===== src/rtl/mem_port_arbiter.sv =====
// Two-requester arbiter sharing one memory port between CPU and DMA/debug loader.
// Define ARB_FAIR_EN to force a DMA grant after MAX_WAIT consecutive CPU grants.
module mem_port_arbiter #(
  parameter int ADDR_W   = 32,
  parameter int DATA_W   = 32,
  parameter int MAX_WAIT = 4
) (
  input  logic              clk,
  input  logic              reset,
  input  logic              cpu_req,
  input  logic              cpu_we,
  input  logic [ADDR_W-1:0] cpu_addr,
  input  logic [DATA_W-1:0] cpu_wdata,
  output logic              cpu_ack,
  output logic [DATA_W-1:0] cpu_rdata,
  output logic              cpu_stall,
  input  logic              dma_req,
  input  logic              dma_we,
  input  logic [ADDR_W-1:0] dma_addr,
  input  logic [DATA_W-1:0] dma_wdata,
  output logic              dma_ack,
  output logic [DATA_W-1:0] dma_rdata,
  output logic [ADDR_W-1:0] mem_addr,
  output logic [DATA_W-1:0] mem_wdata,
  output logic              mem_read,
  output logic              mem_write,
  input  logic [DATA_W-1:0] mem_rdata,
  output logic [1:0]        owner
);

  // state | meaning
  // IDLE  | port unused this cycle
  // CPU   | CPU transaction performed this cycle
  // DMA   | DMA transaction performed this cycle
  typedef enum logic [1:0] {
    ST_IDLE = 2'b00,
    ST_CPU  = 2'b01,
    ST_DMA  = 2'b10
  } state_t;

  state_t state;
  state_t state_nxt;
  logic   force_dma;

  always_comb begin
    state_nxt = ST_IDLE;
    if (cpu_req && dma_req)
      state_nxt = force_dma ? ST_DMA : ST_CPU;
    else if (cpu_req)
      state_nxt = ST_CPU;
    else if (dma_req)
      state_nxt = ST_DMA;
  end

  always_ff @(posedge clk or negedge reset) begin
    if (!reset)
      state <= ST_IDLE;
    else
      state <= state_nxt;
  end

`ifdef ARB_FAIR_EN
  localparam int CNT_W = $clog2(MAX_WAIT + 1);
  localparam logic [CNT_W-1:0] CNT_MAX = CNT_W'(MAX_WAIT);

  logic [CNT_W-1:0] wait_cnt;

  assign force_dma = (wait_cnt == CNT_MAX);

  // Counts CPU grants taken while DMA is waiting; a dropped DMA request forgets its wait.
  always_ff @(posedge clk or negedge reset) begin
    if (!reset)
      wait_cnt <= '0;
    else if (!dma_req || state_nxt == ST_DMA)
      wait_cnt <= '0;
    else if (state_nxt == ST_CPU && wait_cnt != CNT_MAX)
      wait_cnt <= wait_cnt + CNT_W'(1);
  end
`else
  // Strict CPU priority: the fairness bound never triggers.
  assign force_dma = (MAX_WAIT < 0);
`endif

  // Port steering is decoded from the registered owner, so reset clears it at once.
  always_comb begin
    mem_addr  = '0;
    mem_wdata = '0;
    mem_read  = 1'b0;
    mem_write = 1'b0;
    cpu_ack   = 1'b0;
    cpu_rdata = '0;
    dma_ack   = 1'b0;
    dma_rdata = '0;
    case (state)
      ST_CPU: begin
        mem_addr  = cpu_addr;
        mem_wdata = cpu_wdata;
        mem_read  = ~cpu_we;
        mem_write = cpu_we;
        cpu_ack   = 1'b1;
        cpu_rdata = mem_rdata;
      end
      ST_DMA: begin
        mem_addr  = dma_addr;
        mem_wdata = dma_wdata;
        mem_read  = ~dma_we;
        mem_write = dma_we;
        dma_ack   = 1'b1;
        dma_rdata = mem_rdata;
      end
      default: ;
    endcase
  end

  assign cpu_stall = cpu_req & ~cpu_ack & reset;
  assign owner     = state;

endmodule


===== config.mk =====
export PLATFORM = sky130hd
export DESIGN_NAME = mem_port_arbiter
export DESIGN_NICKNAME = d
export VERILOG_FILES = /design/src/rtl/mem_port_arbiter.sv
export SDC_FILE = /design/constraint.sdc
export NUM_CORES = 1
export LEC_CHECK = 0
export ABC_AREA = 1
export BUFFER_PORTS_ARGS = -buffer_cell sky130_fd_sc_hd__buf_2
export CORE_AREA = 2 2 116 118
export DETAILED_ROUTE_END_ITERATION = 16
export DIE_AREA = 0 0 118 120
export PLACE_DENSITY = 0.51
export SYNTH_ARGS = -nofsm -noshare
export SYNTH_HDL_FRONTEND = slang
export SYNTH_SLANG_ARGS = --single-unit

===== constraint.sdc =====
create_clock -name clk -period 1.45 [get_ports clk]
set_input_delay 0.145 -clock clk [delete_from_list [all_inputs] [get_ports clk]]
set_output_delay 0.145 -clock clk [all_outputs]
set_load 0.1 [all_outputs]

==> impl_metrics.env <==
export IMPL_status="finished, violations left"
export IMPL_violations="negative setup slack"
export IMPL_synth_fp_nets=540
export IMPL_largest_reg_flops=2
export IMPL_cp_num_buf_inv=4
export IMPL_holdPathEnd="owner[0]"
export IMPL_hold_depth=1
export IMPL_synth_cell_type_count=13
export IMPL_crit_path_max_fanout=8
export IMPL_hold_violations=0
export IMPL_required_ns=1.31
export IMPL_max_slew_margin_pct=65.9
export IMPL_critPathArrivalTime_ns=1.73
export IMPL_grtUsageTotal_pct=17.4
export IMPL_hp_start="cpu_req"
export IMPL_core_um2=13000
export IMPL_cts_root_buf="clkbuf_16"
export IMPL_hold_path_class="input port to flop"
export IMPL_vias=3704
export IMPL_grt_pass1_wl_um=20000
export IMPL_syn_avg_cell_area_um2=4.91
export IMPL_p_int_w=0.00192
export IMPL_syn_area_um2=1820
export IMPL_peakVddDrop_mv=0.303
export IMPL_tightest_slew_ns=0.515
export IMPL_critical_path_class="flop to primary output"
export IMPL_critical_path_max_stage_delay_ns=0.48
export IMPL_initial_core_util_pct=14.0
export IMPL_combinationalPowerShare_pct=89.1
export IMPL_viasPerCell=4.14
export IMPL_grt_max_degree=24
export IMPL_swShare_pct=56.5
export IMPL_dp_hpwl_um=10700
export IMPL_crit_chain="inv_4 -> ha_4 -> buf_4 -> buf_8 -> nand2_1 -> a21oi_4 -> buf_12"
export IMPL_firstDrtPassIters=4
export IMPL_row_count=42
export IMPL_hold_slack_ns=0.0647
export IMPL_cp_slowest_cell="dfrtp_4"
export IMPL_crit_start="owner[0]"
export IMPL_fp_dieW_um=118
export IMPL_fin_crit_sh_pct=130
export IMPL_gp_congestion=0.782
export IMPL_critPathLaunchType="flop"
export IMPL_io_pins=301
export IMPL_cts_htree_levels=1
export IMPL_final_max_slew_viol_count=0
export IMPL_dp_worst_setup_slack_ns=-0.198
export IMPL_final_nets=890
export IMPL_period_minus_slack_ns=1.88
export IMPL_ys_ff_latch=2
export IMPL_antenna_found_initial=0
export IMPL_antenna_cells=0
export IMPL_die_area_um2=14200
export IMPL_grt_ovfl_total=0
export IMPL_cp_top_family="buffers and inverters"
export IMPL_sequentialPowerShare_pct=1.5
export IMPL_p_leak_nw=3.66
export IMPL_port_buffers=300
export IMPL_p_switching_w=0.00249
export IMPL_grt_pass1_vias=4029
export IMPL_drc=0
export IMPL_cts_inserted_buffers=3
export IMPL_ant_nets=0
export IMPL_ys_seq_area_share_pct=2.76
export IMPL_chipHeight_um=120
export IMPL_drtIter0Drc=72
export IMPL_maxClockFrequency_mhz=532
export IMPL_pwr_share_clk_pct=9.4
export IMPL_postRouteWirelength_um=13600
export IMPL_cts_sinks=2
export IMPL_powerDensity_nw_per_um2=529
export IMPL_maxCapViolCount=0
export IMPL_cts_tree="yes"
export IMPL_drive_gt1_share_pct=92.5
export IMPL_syn_to_final_growth_pct=359
export IMPL_post_route_util_pct=64.1
export IMPL_setup_ws_ns=-0.430
export IMPL_rsz0062_at_grt="yes"
export IMPL_netlist_top_cells_area="nand2_1 (41%), a21oi_2 (15%), inv_1 (14%)"
export IMPL_routedWlPerCell_um=15.2
export IMPL_clk_pin_slew_ns=0.03
export IMPL_final_setup_viol_count=133
export IMPL_synthCells=370
export IMPL_cts_max_path_buffers=2
export IMPL_ys_warn_count=0
export IMPL_synth_top_cell_by_area="nand2_1"
export IMPL_synth_top_cell_area_share_pct=40.7
export IMPL_endpoint_kind="primary output"
==> cell usage in the layout (no fill, tap or decap) <==
cell           count
buf_2            166
buf_12           156
nand2_4          105
a21oi_4           65
clkinvlp_4        64
nand2_1           49
nand2_2           43
buf_4             25
clkbuf_16         10
buf_6             10
buf_16             5
buf_8              5
ha_4               4
inv_1              3
inv_4              2
dfrtp_4            2
a21oi_2            1
nor2_4             1
nor2_1             1
dlygate4sd3_1      1
==> Yosys cell counts <==
cell type / number
dfrtp_1: 2
clkbuf_1: 2
buf_4: 13
buf_6: 7
a21oi_1: 34
inv_1: 69
ha_1: 4
buf_2: 5
nor2_1: 2
nand2_1: 197
a21oi_2: 32
buf_12: 1
buf_8: 2
==> power groups by stage <==
stage	registers (W)	clock network [W]	logic [W]
finish	0.0000661	0.000416	0.00392
global route	0.0000668	0.000433	0.00405
floorplan	0.0000895	0	0.00222
global placement	0.0000669	0	0.00354
detailed placement	0.0000675	0	0.00357
CTS	0.0000662	0.000421	0.00374
==> timing repair <==
action,CTS,global route
resized for setup,46,75
hold buffers,1,0
hold endpoints to repair,2,0
buffers inserted,14,16
gates cloned,5,8
endpoints found under the setup margin,133,133
pin swaps,10,32
==> cells by family after synthesis <==
logic type	Yosys count	synth area share (%)
simple gates	199	41.1
compound gates	66	24.8
fa+ha+maj	4	2.76
flops	2	2.76
buf+inv	99	28.5
==> metrics by stage <==
stage	total power [W]	setup TNS, ns	cell area, um^2	instances
final	0.00440	-45.49	8330	894
after global routing	0.00455	-52.18	8330	894
after CTS	0.00422	-47.58	7830	876
after detailed placement	0.00364	-14.18	7310	854
after global placement	0.00361	-11.60	7310	854
after floorplan	0.00231	-74.32	3530	370
==> final cells by class <==
class / count / area, um^2
multi-input cells: 269 / 2820
inverters: 69 / 504
well taps: 176 / 220
clock buffers: 3 / 75.1
fillers: 1029 / 4650
flip-flops and latches: 2 / 57.6
repair buffers: 375 / 4650
==> how the worst max path moves through the flow <==
stage | depth (start not counted) | endpoint | slack, ns
after global routing | 7 | mem_wdata[10] | -0.50
after global placement | 5 | mem_read | -0.18
after CTS | 7 | mem_addr[0] | -0.43
after detailed placement | 6 | mem_wdata[12] | -0.20
after floorplan | 6 | mem_addr[14] | -1.09
final | 7 | mem_addr[31] | -0.43
==> layer usage <==
| metal | wire length (um) | vias up | global-route usage, % |
|---|---|---|---|
| met5 | 0 | - | 0 |
| met4 | 132 | 0 | 2.86 |
| met3 | 1030 | 10 | 4.28 |
| met2 | 7900 | 183 | 36.7 |
| met1 | 4520 | 1728 | 17.0 |
| li1 | - | 1783 | - |
(Power assumes the default switching activity.)
